==> src/rtl/switch_allocator.sv <==
// Per-output round-robin switch allocator holding wormhole reservations until the tail handshake.
// Optional per-output grant counters are built when SA_GRANT_COUNT_EN is defined.

module switch_allocator_out #(
    parameter int INPUTS        = 4,
    parameter int REQUEST_WIDTH = 32,
    parameter int CNT_WIDTH     = 16
) (
    input  logic                     clk,
    input  logic                     rst_n,
    input  logic [INPUTS-1:0]        cand,
    input  logic [INPUTS-1:0]        rel_hs,
    output logic                     busy,
    output logic [REQUEST_WIDTH-1:0] sel,
    output logic [INPUTS-1:0]        grant_mask,
    output logic [INPUTS-1:0]        rel_mask
`ifdef SA_GRANT_COUNT_EN
    ,
    output logic [CNT_WIDTH-1:0]     cnt
`endif
);
    localparam int IW = (INPUTS > 1) ? $clog2(INPUTS) : 1;
    localparam logic [0:0] IDLE   = 1'b0;
    localparam logic [0:0] ACTIVE = 1'b1;

    logic [0:0]    state;
    logic [IW-1:0] rr_ptr, owner, win_idx;
    logic          win_found, grant, release_now;

    // Search begins one past the last winner and wraps around.
    always_comb begin
        win_found = 1'b0;
        win_idx   = '0;
        for (int k = 1; k <= INPUTS; k++) begin
            if (!win_found && cand[(int'(rr_ptr) + k) % INPUTS]) begin
                win_found = 1'b1;
                win_idx   = IW'((int'(rr_ptr) + k) % INPUTS);
            end
        end
    end

    assign grant       = (state == IDLE) && win_found;
    assign release_now = (state == ACTIVE) && rel_hs[owner];

    always_comb begin
        grant_mask = '0;
        rel_mask   = '0;
        for (int i = 0; i < INPUTS; i++) begin
            grant_mask[i] = grant && (win_idx == IW'(i));
            rel_mask[i]   = release_now && (owner == IW'(i));
        end
    end

    always_ff @(posedge clk or negedge rst_n) begin
        if (!rst_n) begin
            state  <= IDLE;
            rr_ptr <= IW'(INPUTS - 1);
            owner  <= '0;
        end else if (grant) begin
            state  <= ACTIVE;
            rr_ptr <= win_idx;
            owner  <= win_idx;
        end else if (release_now) begin
            state  <= IDLE;
        end
    end

`ifdef SA_GRANT_COUNT_EN
    always_ff @(posedge clk or negedge rst_n) begin
        if (!rst_n)     cnt <= '0;
        else if (grant) cnt <= cnt + 1'b1;
    end
`endif

    assign busy = (state == ACTIVE);
    // owner only changes on a grant, so routeSelect keeps its value after release.
    assign sel  = REQUEST_WIDTH'(owner);
endmodule

module switch_allocator #(
    parameter int INPUTS        = 4,
    parameter int OUTPUTS       = 4,
    parameter int REQUEST_WIDTH = 32,
    parameter int CNT_WIDTH     = 16
) (
    input  logic                                   clk,
    input  logic                                   rst_n,
    input  logic [INPUTS-1:0]                      req_valid,
    input  logic [INPUTS-1:0][REQUEST_WIDTH-1:0]   req_port,
    input  logic [INPUTS-1:0]                      tail_in,
    input  logic [INPUTS-1:0]                      valid_in,
    input  logic [INPUTS-1:0]                      ready_in,
    output logic [OUTPUTS-1:0][REQUEST_WIDTH-1:0]  routeSelect,
    output logic [OUTPUTS-1:0]                     outputBusy,
    output logic [INPUTS-1:0]                      PortReserved,
    output logic                                   err_bad_port
`ifdef SA_GRANT_COUNT_EN
    ,
    output logic [OUTPUTS-1:0][CNT_WIDTH-1:0]      grant_count
`endif
);
    logic [OUTPUTS-1:0][INPUTS-1:0] cand, gmask, rmask;
    logic [INPUTS-1:0]              set_res, clr_res, rel_hs;
    logic                           bad_req;

    assign rel_hs = valid_in & ready_in & tail_in;

    // A reserved input ignores req_valid/req_port until its packet releases.
    always_comb begin
        bad_req = 1'b0;
        for (int o = 0; o < OUTPUTS; o++) begin
            for (int i = 0; i < INPUTS; i++) begin
                cand[o][i] = req_valid[i] && !PortReserved[i] &&
                             (req_port[i] == REQUEST_WIDTH'(o));
            end
        end
        for (int i = 0; i < INPUTS; i++) begin
            if (req_valid[i] && !PortReserved[i] &&
                (req_port[i] >= REQUEST_WIDTH'(OUTPUTS)))
                bad_req = 1'b1;
        end
    end

    always_comb begin
        set_res = '0;
        clr_res = '0;
        for (int o = 0; o < OUTPUTS; o++) begin
            set_res = set_res | gmask[o];
            clr_res = clr_res | rmask[o];
        end
    end

    for (genvar o = 0; o < OUTPUTS; o++) begin : g_out
        switch_allocator_out #(
            .INPUTS        (INPUTS),
            .REQUEST_WIDTH (REQUEST_WIDTH),
            .CNT_WIDTH     (CNT_WIDTH)
        ) u_out (
            .clk        (clk),
            .rst_n      (rst_n),
            .cand       (cand[o]),
            .rel_hs     (rel_hs),
            .busy       (outputBusy[o]),
            .sel        (routeSelect[o]),
            .grant_mask (gmask[o]),
            .rel_mask   (rmask[o])
`ifdef SA_GRANT_COUNT_EN
            ,
            .cnt        (grant_count[o])
`endif
        );
    end

    always_ff @(posedge clk or negedge rst_n) begin
        if (!rst_n) begin
            PortReserved <= '0;
            err_bad_port <= 1'b0;
        end else begin
            PortReserved <= (PortReserved & ~clr_res) | set_res;
            if (bad_req) err_bad_port <= 1'b1;
        end
    end
endmodule

==> config.mk <==
export PLATFORM = sky130hd
export DESIGN_NAME = switch_allocator
export DESIGN_NICKNAME = d
export VERILOG_FILES = /design/src/rtl/switch_allocator.sv
export SDC_FILE = /design/constraint.sdc
export NUM_CORES = 1
export LEC_CHECK = 0
export ABC_AREA = 1
export CAP_MARGIN = 20
export CORE_MARGIN = 10
export CORE_UTILIZATION = 42
export DETAILED_ROUTE_END_ITERATION = 12
export GPL_TIMING_DRIVEN = 0
export PLACE_DENSITY = 0.89
export SYNTH_ARGS = -nofsm -noshare
export SYNTH_HDL_FRONTEND = slang
export SYNTH_SLANG_ARGS = --single-unit
==> constraint.sdc <==
create_clock -name clk -period 3.95 [get_ports clk]
set_input_delay 0.5925 -clock clk [delete_from_list [all_inputs] [get_ports clk]]
set_output_delay 0.5925 -clock clk [all_outputs]
set_load 0.01 [all_outputs]
==> results of run 1 <==
[layout by cell type, fill, tap and decap left out, drive strengths merged, types with 5 or more instances in the layout]
cell type,synthesis,layout
a21oi,5,5
a31oi,5,5
buf,130,130
clkbuf,1,5
clkdlybuf4s50,0,162
conb,1,120
dfrtp,17,17
dfstp,8,8
inv,76,76
nand2,227,227
nand3,103,103
nand4,9,9
nor2,151,151
nor3,22,22
o21ai,23,23
[critical path: stages]
cell,delay [ps]
clkdlybuf4s50_1,450
inv_1,40
nor2_2,260
inv_2,100
nor3_1,370
nand3_2,170
nand3_1,110
nand2_1,110
nand3_2,110
nor2_2,70
nor2_8,120
nand3_2,100
nor2_1,120
nor2_1,80
nand2_1,60
[metal layers]
metal | GRT usage (%) | routed length [um] | up-vias
met1 | 22.02 | 6413 | 2321
met4 | 3.726 | 189 | 0
met5 | 0 | 0 | -
met2 | 35.58 | 8460 | 213
li1 | - | - | 2845
met3 | 4.225 | 1231 | 10
[logic make-up after synthesis]
| logic type | count (synthesis) |
|---|---|
| xor gates and xnor gates | 4 |
| DFF | 25 |
| AOI/OAI and AO/OA | 41 |
| other | 1 |
| and+or+nand+nor | 514 |
| buffers and inverters | 210 |
[final cells by class]
cell class,instances,area share (%)
clock inverters,1,0.07206
flip-flops and latches,25,9.152
multi-input cells,679,45.70
clock buffers,3,0.5945
repair buffers,163,23.71
inverters,79,4.288
plain buffers,131,13.96
well taps,140,2.522
[path summary, 6_finish.rpt]
| kind | startpoint | end | slack [ps] | depth (start not counted) |
|---|---|---|---|---|
| worst max-delay path | req_valid[3] | PortReserved[1] | 1280 | 15 |
| worst min-delay path | err_bad_port | err_bad_port | 510 | 1 |
| worst max register to register | PortReserved[3] | PortReserved[1] | 1620 | 13 |
| worst min register to register | err_bad_port | err_bad_port | 510 | 1 |
| max in group asynchronous | rst_n | g_out[0].u_out.rr_ptr[1] | 2910 | 2 |
| min in group asynchronous | rst_n | g_out[3].u_out.busy | 540 | 1 |
[sequential cells by signal (all words and copies together) (netlist names)]
name / cells
g_out.u_out.owner: 8
g_out.u_out.rr_ptr: 8
err_bad_port: 1
PortReserved: 4
g_out.u_out.busy: 4
[stage by stage]
stage	instances	area (um^2)	util, %
5_1_grt	1221	6945	64.07
4_1_cts	1220	6920	63.84
6_report	1221	6945	64.07
3_3_place_gp	1216	6874	63.41
2_1_floorplan	914	5077	-
3_5_place_dp	1216	6874	63.41
[report_power, final]
part	total (mW)	internal, mW	leakage, nW	switching, mW
combinational	0.910	0.423	3.27	0.487
sequential	0.350	0.306	0.286	0.0441
clock	0.154	0.0707	0.0255	0.0837
total	1.41	0.799	3.58	0.615
==> impl_metrics.xml, run 1 <==
<?xml version="1.0" encoding="UTF-8"?>
<metrics>
  <group name="outcome">
    <metric name="status" unit="">complete, no violations</metric>
  </group>
  <group name="yosys">
    <metric name="yosys-top-cells-area" unit="">buf_4, nand2_1, nor2_1</metric>
    <metric name="cell_type_contributing_the_most_total_cell_area_after_synthesis" unit="">buf_4</metric>
    <metric name="synth_enable_flop_cells" unit="">0</metric>
    <metric name="synth_compound_area_share" unit="%">5.431</metric>
    <metric name="synth_simple_gate_area_share" unit="%">52.31</metric>
    <metric name="postSynth.asyncResetShare" unit="%">100.0</metric>
    <metric name="post_synth_fa_ha_maj_area_fraction" unit="%">0</metric>
    <metric name="synth_seq_cells" unit="">25</metric>
    <metric name="synth_common_cells" unit="">nand2_1, buf_4, nor2_1, nand3_1, inv_1</metric>
    <metric name="ys_dominant_reg_cell" unit="">dfrtp_1</metric>
    <metric name="post_synth_num_cell_types" unit="">35</metric>
    <metric name="synth.mux.area_fraction" unit="%">0</metric>
    <metric name="syn_area_per_cell" unit="um^2">5.825</metric>
    <metric name="synthesis.instances" unit="">795</metric>
    <metric name="synth_seq_area_share" unit="%">13.73</metric>
    <metric name="netlist.area_leader.share" unit="%">20.43</metric>
    <metric name="dominant_combinational_cell_family_by_area_after_synthesis" unit="">simple AND/OR/NAND/NOR gates</metric>
    <metric name="syn-cell-area" unit="mm^2">0.004631</metric>
    <metric name="synth_xor_xnor_area_share" unit="%">1.081</metric>
    <metric name="yosys_warnings" unit="">0</metric>
    <metric name="yosysMostFrequentCell" unit="">nand2_1</metric>
  </group>
  <group name="sta">
    <metric name="finalHoldViolCount" unit="">0</metric>
    <metric name="clock_skew" unit="ps">2.249</metric>
    <metric name="slew_violations" unit="">0</metric>
    <metric name="shortest_clock_period_the_worst_path_allows_after_layout" unit="ps">2666</metric>
    <metric name="post-route-period-util" unit="%">67.50</metric>
    <metric name="sum_neg_setup_slack" unit="ps">0</metric>
    <metric name="max_freq" unit="MHz">375.1</metric>
    <metric name="worst_slew_margin_rel" unit="%">65.11</metric>
    <metric name="timing_worst_slew_pin_value" unit="ps">519.4</metric>
    <metric name="final_setup_violation_count" unit="">0</metric>
    <metric name="rsz0062_at_grt" unit="">no</metric>
    <metric name="setup_slack" unit="ps">1284</metric>
    <metric name="finalHoldWorstSlack" unit="ps">507.1</metric>
  </group>
  <group name="cells_and_area">
    <metric name="multiInputGateArea" unit="mm^2">0.003174</metric>
    <metric name="syn2layout_area_growth" unit="%">49.99</metric>
    <metric name="sequential_cell_area" unit="um^2">635.6</metric>
    <metric name="finish.net_count" unit="">1228</metric>
    <metric name="post_route_cells_drive_above_1_share" unit="%">21.83</metric>
    <metric name="n_antenna_cell" unit="">0</metric>
    <metric name="num-fill-cells" unit="">1031</metric>
  </group>
  <group name="cts">
    <metric name="htree_num_levels" unit="">1</metric>
    <metric name="cts.repair.resized" unit="">0</metric>
    <metric name="clock-root-buffer" unit="">clkbuf_8</metric>
    <metric name="numCtsBuffers" unit="">3</metric>
    <metric name="post-cts-setup-buffer-count" unit="">0</metric>
    <metric name="holdBufCountCts" unit="">0</metric>
    <metric name="cts_max_path_buffers" unit="">2</metric>
    <metric name="clkLatencyLatePin" unit="ps">270</metric>
    <metric name="numClockSinks" unit="">25</metric>
    <metric name="tritoncts_clock_tree" unit="">done</metric>
    <metric name="cts.reportedPaths.clkPinSlew" unit="ps">90</metric>
  </group>
  <group name="pwr">
    <metric name="power_density" unit="mW/mm^2">203.6</metric>
    <metric name="irDropWorstVdd" unit="V">0.0001447</metric>
    <metric name="total_leakage_power" unit="nW">3.581</metric>
    <metric name="totalPowerFinal" unit="mW">1.414</metric>
  </group>
  <group name="detailed_routing">
    <metric name="viasPerCell" unit="">4.414</metric>
    <metric name="detailroute.via_count" unit="">5389</metric>
    <metric name="routedWlPerCell" unit="um">13.35</metric>
    <metric name="route.detailed.drc" unit="">0</metric>
    <metric name="postRouteAntennaNets" unit="">0</metric>
    <metric name="number_of_detailed_routing_iterations_run_before_antenna_repair" unit="">5</metric>
    <metric name="detail_route.iter0.violations" unit="">362</metric>
    <metric name="wirelength" unit="um">16300</metric>
  </group>
  <group name="worst_setup_path">
    <metric name="crit_fanout" unit="">8</metric>
    <metric name="critPathKind" unit="">in2reg</metric>
    <metric name="cp_data_arrival_time" unit="ps">2890</metric>
    <metric name="endpoint_kind_of_the_worst_setup_timing_path" unit="">flop</metric>
    <metric name="worstPathRequired" unit="ps">4170</metric>
    <metric name="startpoint_type" unit="">primary input</metric>
  </group>
  <group name="floorplan">
    <metric name="die_x_extent" unit="um">125</metric>
    <metric name="start_util" unit="%">42.72</metric>
    <metric name="floorplan.io_pins" unit="">283</metric>
    <metric name="total_core_area" unit="mm^2">0.01084</metric>
    <metric name="die_h" unit="um">125</metric>
    <metric name="floorplan.die_area" unit="mm^2">0.01563</metric>
    <metric name="placementRows" unit="">38</metric>
  </group>
  <group name="job">
    <metric name="max_cap_violations" unit="">0</metric>
  </group>
  <group name="grt">
    <metric name="number_of_antenna_violations_at_the_first_check_in_global_routing" unit="">0</metric>
    <metric name="track_usage" unit="%">19.19</metric>
    <metric name="globalRouteOverflowTotal" unit="">0</metric>
    <metric name="grt_max_degree" unit="">26</metric>
    <metric name="vias_in_the_first_global_route" unit="">4928</metric>
    <metric name="grt_first_pass_wirelength" unit="um">25210</metric>
  </group>
  <group name="hold_path">
    <metric name="worstHoldPathType" unit="">reg2reg</metric>
  </group>
  <group name="place">
    <metric name="place.gp.congestion" unit="">0.9782</metric>
    <metric name="numPortBuffers" unit="">162</metric>
    <metric name="place_hpwl" unit="um">14620</metric>
    <metric name="placement.setup.worst_slack" unit="ps">1039</metric>
  </group>
</metrics>
Note: power is estimated with default switching activity, not from simulation.
==> inputs of run 2 (changes only) <==
--- a/config.mk
+++ b/config.mk
@@ -8,10 +8,10 @@
 export ABC_AREA = 1
 export CAP_MARGIN = 20
 export CORE_MARGIN = 10
-export CORE_UTILIZATION = 42
+export CORE_UTILIZATION = 35
 export DETAILED_ROUTE_END_ITERATION = 12
 export GPL_TIMING_DRIVEN = 0
-export PLACE_DENSITY = 0.89
+export PLACE_DENSITY = 0.79
 export SYNTH_ARGS = -nofsm -noshare
 export SYNTH_HDL_FRONTEND = slang
 export SYNTH_SLANG_ARGS = --single-unit
==> constraint.sdc (replaced) <==
create_clock -name clk -period 2.45 [get_ports clk]
set_input_delay 0.3675 -clock clk [delete_from_list [all_inputs] [get_ports clk]]
set_output_delay 0.3675 -clock clk [all_outputs]
set_load 0.01 [all_outputs]
==> run 2 against run 1 <==
Design area grew 7.4%. Die area grew 17%. Combinational power grew 69%. Critical path depth shrank 1. Largest power group unchanged. Global-route usage shrank 2.0 points.
==> impl_metrics.xml, run 2 (synthesis results as in run 1) <==
<?xml version="1.0" encoding="UTF-8"?>
<metrics>
  <group name="cells_and_area">
    <metric name="n_antenna_cell" unit="">0</metric>
    <metric name="sequential_cell_area" unit="um^2">635.6</metric>
    <metric name="most_frequent_standard_cell_in_the_layout_excluding_fill_and_tap_cells" unit="">nand2_1</metric>
    <metric name="finish.net_count" unit="">1242</metric>
    <metric name="largest_regs" unit="">g_out.u_out.owner: 8 flops, g_out.u_out.rr_ptr: 8 flops</metric>
    <metric name="num-fill-cells" unit="">1220</metric>
    <metric name="post_route_cells_drive_above_1_share" unit="%">28.77</metric>
    <metric name="most-common-layout-cells" unit="">nand2_1, clkdlybuf4s50_1, buf_4</metric>
    <metric name="multiInputGateArea" unit="mm^2">0.003450</metric>
    <metric name="syn2layout_area_growth" unit="%">61.01</metric>
  </group>
  <group name="worst_setup_path">
    <metric name="cpMaxStageDelayCell" unit="">dfstp_2</metric>
    <metric name="crit_path_cell_trace" unit="">buf_2 -&gt; clkinvlp_4 -&gt; nand3_1 -&gt; nand2_2 -&gt; nand2_1 -&gt; nand2_2 -&gt; nor2_2 -&gt; nand3_2 -&gt; nand2_2 -&gt; clkinv_2 -&gt; nand3_2 -&gt; nor2_1 -&gt; nor2_2 -&gt; nand2_1</metric>
    <metric name="critical_path_buf_inv_count" unit="">3</metric>
    <metric name="timing.critical_path.mode_cell" unit="">nand2_2</metric>
    <metric name="critPathKind" unit="">reg2reg</metric>
    <metric name="critical_path.top_delay_family" unit="">simple AND/OR/NAND/NOR gates</metric>
    <metric name="endpoint_kind_of_the_worst_setup_timing_path" unit="">flop</metric>
    <metric name="startpoint_type" unit="">flop</metric>
    <metric name="cp_data_arrival_time" unit="ps">2520</metric>
    <metric name="critical-path-max-stage-delay" unit="ps">520</metric>
    <metric name="crit_fanout" unit="">9</metric>
    <metric name="worstPathRequired" unit="ps">2610</metric>
  </group>
  <group name="pwr">
    <metric name="power_density" unit="mW/mm^2">334.6</metric>
    <metric name="totalPowerFinal" unit="mW">2.494</metric>
    <metric name="irDropWorstVdd" unit="V">0.0003982</metric>
    <metric name="total_leakage_power" unit="nW">3.899</metric>
  </group>
  <group name="detailed_routing">
    <metric name="viasPerCell" unit="">4.342</metric>
    <metric name="number_of_detailed_routing_iterations_run_before_antenna_repair" unit="">4</metric>
    <metric name="route.detailed.drc" unit="">0</metric>
    <metric name="postRouteAntennaNets" unit="">0</metric>
    <metric name="routedWlPerCell" unit="um">13.78</metric>
    <metric name="detail_route.iter0.violations" unit="">287</metric>
    <metric name="wirelength" unit="um">17460</metric>
    <metric name="detailroute.via_count" unit="">5501</metric>
  </group>
  <group name="hold_path">
    <metric name="worstHoldPathType" unit="">in2async</metric>
  </group>
  <group name="cts">
    <metric name="numClockSinks" unit="">25</metric>
    <metric name="cts.reportedPaths.clkPinSlew" unit="ps">70</metric>
    <metric name="htree_num_levels" unit="">1</metric>
    <metric name="clock-root-buffer" unit="">clkbuf_16</metric>
    <metric name="clkLatencyLatePin" unit="ps">270</metric>
    <metric name="tritoncts_clock_tree" unit="">done</metric>
    <metric name="numCtsBuffers" unit="">3</metric>
    <metric name="cts_max_path_buffers" unit="">2</metric>
  </group>
  <group name="grt">
    <metric name="globalRouteOverflowTotal" unit="">0</metric>
    <metric name="grt_first_pass_wirelength" unit="um">25780</metric>
    <metric name="grtUsageMet1" unit="%">18.98</metric>
    <metric name="grt_max_degree" unit="">21</metric>
    <metric name="vias_in_the_first_global_route" unit="">5083</metric>
    <metric name="top_usage_layer" unit="">met2</metric>
    <metric name="grt_util_met2" unit="%">32.14</metric>
    <metric name="number_of_antenna_violations_at_the_first_check_in_global_routing" unit="">0</metric>
    <metric name="track_usage" unit="%">17.16</metric>
    <metric name="groute.layer.met3.usage" unit="%">4.599</metric>
  </group>
  <group name="sta">
    <metric name="finalHoldWorstSlack" unit="ps">420.8</metric>
    <metric name="clock_skew" unit="ps">2.811</metric>
    <metric name="finalHoldViolCount" unit="">0</metric>
    <metric name="post-route-period-util" unit="%">96.17</metric>
    <metric name="final_setup_violation_count" unit="">0</metric>
    <metric name="max_freq" unit="MHz">424.4</metric>
    <metric name="shortest_clock_period_the_worst_path_allows_after_layout" unit="ps">2356</metric>
    <metric name="rsz0062_at_grt" unit="">yes</metric>
    <metric name="slew_violations" unit="">0</metric>
  </group>
  <group name="place">
    <metric name="place.gp.congestion" unit="">0.9294</metric>
    <metric name="numPortBuffers" unit="">162</metric>
    <metric name="place_hpwl" unit="um">14820</metric>
  </group>
  <group name="floorplan">
    <metric name="total_core_area" unit="mm^2">0.01277</metric>
    <metric name="start_util" unit="%">36.25</metric>
    <metric name="die_x_extent" unit="um">135.0</metric>
    <metric name="placementRows" unit="">41</metric>
    <metric name="floorplan.io_pins" unit="">283</metric>
    <metric name="die_h" unit="um">135.0</metric>
    <metric name="floorplan.die_area" unit="mm^2">0.01823</metric>
  </group>
  <group name="outcome">
    <metric name="status" unit="">complete, no violations</metric>
  </group>
  <group name="job">
    <metric name="max_cap_violations" unit="">0</metric>
  </group>
</metrics>
[run 2: changes by cell type in the layout (fill, tap and decap cells not counted), sizes merged]
cell           delta
clkinv            -2
clkbuf            -1
dlymetal6s2s     +18
clkinvlp          +2
clkdlybuf4s50    -18
buf              +15
[run 2: final cells by class]
class / count / share of cell area [%]
tap: 172 / 2.886
timing repair buffer: 177 / 24.13
multi-input combinational: 679 / 46.27
clock buffer: 3 / 1.007
buffer: 131 / 13.01
sequential: 25 / 8.525
clock inverter: 1 / 0.1007
inverter: 79 / 4.078
[run 2: per-layer routing]
| metal | vias to the layer above | routed length [um] |
|---|---|---|
| met5 | - | 0 |
| met4 | 0 | 192 |
| met3 | 15 | 1527 |
| met2 | 213 | 9081 |
| met1 | 2401 | 6657 |
| li1 | 2872 | - |
[run 2: through the flow]
step	setup WS [ps]	TNS [ps]	cell area [um^2]	util (%)	std cells
after CTS	67.93	0	7029	55.03	1253
after detailed placement	-360.8	-2611	6942	54.34	1249
final	93.73	0	7456	58.37	1267
after floorplan	515.9	0	5077	-	914
after global routing	-82.21	-291.4	7456	58.37	1267
after global placement	-323.4	-2130	6914	54.13	1248
[run 2: worst paths after layout]
check	depth (start not counted)	endpoint	slack (ps)	startpoint
worst max-delay path	14	PortReserved[3]	90	g_out[1].u_out.rr_ptr[0]
worst min-delay path	1	err_bad_port	420	rst_n
worst max register to register	14	PortReserved[3]	90	g_out[1].u_out.rr_ptr[0]
worst min register to register	1	err_bad_port	480	err_bad_port
max in group asynchronous	2	g_out[3].u_out.rr_ptr[0]	1490	rst_n
min in group clk	1	err_bad_port	480	err_bad_port
[run 2: power by group]
part           switching (mW)  total [mW]  internal [mW]
logic                   0.833        1.54          0.705
registers              0.0750       0.568          0.493
clock network           0.166       0.388          0.222
total                    1.07        2.49           1.42
[run 2: what timing repair did]
| action | CTS | global route |
|---|---|---|
| setup buffers | 0 | 14 |
| resized for setup | 1 | 98 |
| hold buffers | 0 | 0 |
| cloned | 0 | 0 |
| pin swaps | 0 | 58 |
| setup endpoints to repair | 4 | 14 |
==> inputs of run 3 (changes only) <==
--- a/config.mk
+++ b/config.mk
@@ -6,12 +6,11 @@
 export NUM_CORES = 1
 export LEC_CHECK = 0
 export ABC_AREA = 1
-export CAP_MARGIN = 20
 export CORE_MARGIN = 10
 export CORE_UTILIZATION = 35
 export DETAILED_ROUTE_END_ITERATION = 12
 export GPL_TIMING_DRIVEN = 0
-export PLACE_DENSITY = 0.79
+export PLACE_DENSITY_LB_ADDON = 0.15
 export SYNTH_ARGS = -nofsm -noshare
 export SYNTH_HDL_FRONTEND = slang
 export SYNTH_SLANG_ARGS = --single-unit
==> run 3 against run 2 <==
Wire length barely moved. Non-clock buffer count is 2 lower. Setup slack gained 48 ps. Sequential power about the same. Global-route usage is 0.23 points higher. Die area is the same. Clock power about the same. Largest power group unchanged.
==> impl_metrics.xml, run 3 (synthesis results as in run 1) <==
<?xml version="1.0" encoding="UTF-8"?>
<metrics>
  <group name="worst_setup_path">
    <metric name="critical_path.reg2reg.endpoint" unit="">PortReserved[1]</metric>
    <metric name="crit_fanout" unit="">7</metric>
    <metric name="worstPathRequired" unit="ps">2610</metric>
    <metric name="critical_path.reg2reg.startpoint" unit="">g_out[2].u_out.rr_ptr[0]</metric>
    <metric name="cp_data_arrival_time" unit="ps">2470</metric>
    <metric name="worst-r2r-setup-slack" unit="ps">220</metric>
    <metric name="endpoint_kind_of_the_worst_setup_timing_path" unit="">flop</metric>
    <metric name="cpMaxStageDelayCell" unit="">clkdlybuf4s50_1</metric>
    <metric name="timing.critical_path.mode_cell" unit="">nand2_2</metric>
    <metric name="startpoint_type" unit="">primary input</metric>
    <metric name="ff2ff_path_depth" unit="">11</metric>
    <metric name="critical-path-max-stage-delay" unit="ps">450</metric>
    <metric name="critPathKind" unit="">in2reg</metric>
    <metric name="crit_path_cell_trace" unit="">clkdlybuf4s50_1 -&gt; inv_1 -&gt; nor2_4 -&gt; inv_1 -&gt; nor3_4 -&gt; nand2_2 -&gt; nand2_2 -&gt; nand2_2 -&gt; nand2_2 -&gt; nand2_4 -&gt; a21oi_1 -&gt; nand2_1 -&gt; nand3_2 -&gt; nor2_2 -&gt; nor2_1 -&gt; nand2_1</metric>
  </group>
  <group name="pwr">
    <metric name="net-switching-power" unit="mW">1.051</metric>
    <metric name="total_leakage_power" unit="nW">4.002</metric>
    <metric name="share_seq_of_total_power" unit="%">23.0</metric>
    <metric name="p_comb_share" unit="%">61.1</metric>
    <metric name="power.share.switching" unit="%">42.84</metric>
    <metric name="power_density" unit="mW/mm^2">329.8</metric>
    <metric name="internal_power" unit="mW">1.402</metric>
    <metric name="irDropWorstVdd" unit="V">0.0003350</metric>
    <metric name="power_frac_clock" unit="%">15.8</metric>
  </group>
  <group name="detailed_routing">
    <metric name="wirelength" unit="um">17470</metric>
    <metric name="routedWlPerCell" unit="um">13.79</metric>
    <metric name="route.detailed.drc" unit="">0</metric>
    <metric name="viasPerCell" unit="">4.283</metric>
    <metric name="number_of_detailed_routing_iterations_run_before_antenna_repair" unit="">5</metric>
    <metric name="postRouteAntennaNets" unit="">0</metric>
    <metric name="detailroute.via_count" unit="">5426</metric>
    <metric name="detail_route.iter0.violations" unit="">212</metric>
  </group>
  <group name="sta">
    <metric name="final_setup_violation_count" unit="">0</metric>
    <metric name="slew_violations" unit="">0</metric>
    <metric name="shortest_clock_period_the_worst_path_allows_after_layout" unit="ps">2308</metric>
    <metric name="max_freq" unit="MHz">433.2</metric>
    <metric name="post-route-period-util" unit="%">94.22</metric>
    <metric name="clock_skew" unit="ps">2.036</metric>
    <metric name="timing_worst_slew_pin_value" unit="ps">1213</metric>
    <metric name="finalHoldViolCount" unit="">0</metric>
    <metric name="worst_slew_margin_rel" unit="%">18.91</metric>
  </group>
  <group name="grt">
    <metric name="grt_max_degree" unit="">26</metric>
    <metric name="vias_in_the_first_global_route" unit="">5002</metric>
    <metric name="globalRouteOverflowTotal" unit="">0</metric>
    <metric name="number_of_antenna_violations_at_the_first_check_in_global_routing" unit="">2</metric>
    <metric name="track_usage" unit="%">17.39</metric>
    <metric name="grt_first_pass_wirelength" unit="um">26110</metric>
  </group>
  <group name="job">
    <metric name="max_cap_violations" unit="">0</metric>
  </group>
  <group name="cells_and_area">
    <metric name="most_frequent_standard_cell_in_the_layout_excluding_fill_and_tap_cells" unit="">nand2_1</metric>
    <metric name="syn2layout_area_growth" unit="%">60.63</metric>
    <metric name="largest_regs" unit="">g_out.u_out.owner: 8 flops, g_out.u_out.rr_ptr: 8 flops</metric>
    <metric name="layout.cells.non_filler" unit="">1267</metric>
    <metric name="postLayoutCellArea" unit="mm^2">0.007438</metric>
    <metric name="most-common-layout-cells" unit="">nand2_1, buf_4, clkdlybuf4s50_1</metric>
    <metric name="finish.net_count" unit="">1240</metric>
    <metric name="post_route_cells_drive_above_1_share" unit="%">28.18</metric>
  </group>
  <group name="cts">
    <metric name="cts_max_path_buffers" unit="">2</metric>
    <metric name="clkLatencyLatePin" unit="ps">270</metric>
    <metric name="clock-root-buffer" unit="">clkbuf_16</metric>
    <metric name="numCtsBuffers" unit="">3</metric>
    <metric name="htree_num_levels" unit="">1</metric>
    <metric name="cts.reportedPaths.clkPinSlew" unit="ps">70</metric>
    <metric name="tritoncts_clock_tree" unit="">done</metric>
    <metric name="numClockSinks" unit="">25</metric>
  </group>
  <group name="outcome">
    <metric name="status" unit="">complete, no violations</metric>
  </group>
  <group name="floorplan">
    <metric name="placementRows" unit="">41</metric>
    <metric name="die_h" unit="um">135.0</metric>
    <metric name="start_util" unit="%">36.25</metric>
    <metric name="floorplan.die_area" unit="mm^2">0.01823</metric>
    <metric name="die_x_extent" unit="um">135.0</metric>
    <metric name="floorplan.io_pins" unit="">283</metric>
    <metric name="total_core_area" unit="mm^2">0.01277</metric>
  </group>
  <group name="hold_path">
    <metric name="worstHoldPathType" unit="">reg2reg</metric>
    <metric name="hold_depth" unit="">1</metric>
    <metric name="min_delay_worst_endpoint" unit="">err_bad_port</metric>
    <metric name="min_from" unit="">err_bad_port</metric>
  </group>
  <group name="place">
    <metric name="numPortBuffers" unit="">162</metric>
    <metric name="place.gp.congestion" unit="">0.9136</metric>
    <metric name="place_hpwl" unit="um">14980</metric>
    <metric name="post-place-cells" unit="">1248</metric>
    <metric name="dpl-instance-area" unit="mm^2">0.006914</metric>
  </group>
</metrics>
-- run 3: cell count changes in the layout (fill, tap and decap cells not counted), sizes merged --
cell / before / now
dlymetal6s2s: 18 / 29
buf: 145 / 143
diode: 0 / 2
clkdlybuf4s50: 144 / 133
-- run 3: power groups by stage --
stage	Combinational (mW)	Clock [mW]	Sequential [mW]
detailed placement	1.43	0	0.573
global route	1.67	0.404	0.577
floorplan	0.947	0	0.569
global placement	1.42	0	0.573
finish	1.50	0.388	0.565
CTS	1.44	0.393	0.565
-- run 3: stage by stage --
step / util [%] / power [mW] / hold WS, ps / setup TNS (ps) / worst slack (ps)
2_1_floorplan: - / 1.515 / 71.91 / 0 / 515.9
3_3_place_gp: 54.13 / 1.990 / 466.6 / -2757 / -373.2
3_5_place_dp: 54.13 / 2.005 / 466.8 / -3026 / -402.2
4_1_cts: 54.81 / 2.402 / 482.9 / 0 / 20.68
5_1_grt: 58.23 / 2.653 / 485.3 / -164.8 / -57.18
6_report: 58.23 / 2.453 / 477.0 / 0 / 141.6
-- run 3: area by class of cell --
class	count	area, um^2
antenna	2	5.005
buffer	131	969.7
clock buffer	3	75.07
clock inverter	1	7.507
fill	1251	5335
inverter	79	301.5
multi-input combinational	679	3437
sequential	25	635.6
tap	172	215.2
timing repair buffer	175	1792
-- run 3: how the worst max path moves through the flow --
stage                        startpoint              end  slack (ps)  depth (start not counted)
5_1_grt                    req_valid[2]  PortReserved[1]         -60                         18
2_1_floorplan  g_out[1].u_out.rr_ptr[1]  PortReserved[2]         520                         13
6_report                   req_valid[0]  PortReserved[1]         140                         16
3_3_place_gp               req_valid[3]  PortReserved[1]        -370                         15
3_5_place_dp               req_valid[3]  PortReserved[1]        -400                         15
4_1_cts                    req_valid[0]  PortReserved[1]          20                         17
-- run 3: routing by layer --
layer	vias up	wire length [um]	track usage [%]
met2	195	9019	32.61
met4	0	91	2.392
met1	2355	7085	20.01
met3	6	1270	3.746
met5	-	0	0
li1	2870	-	-
-- run 3: timing repair --
| item | CTS | global route |
|---|---|---|
| hold buffers | 0 | 0 |
| pin swaps | 0 | 58 |
| resized for setup | 1 | 104 |
| hold endpoints to repair | 0 | 0 |
| endpoints found under the setup margin | 4 | 16 |
| buffers inserted | 0 | 13 |
-- run 3: critical path, delay by kind of cell --
family          cells  cell delay, ps
compound gates      1             140
buf+inv             3             670
simple gates       12            1310
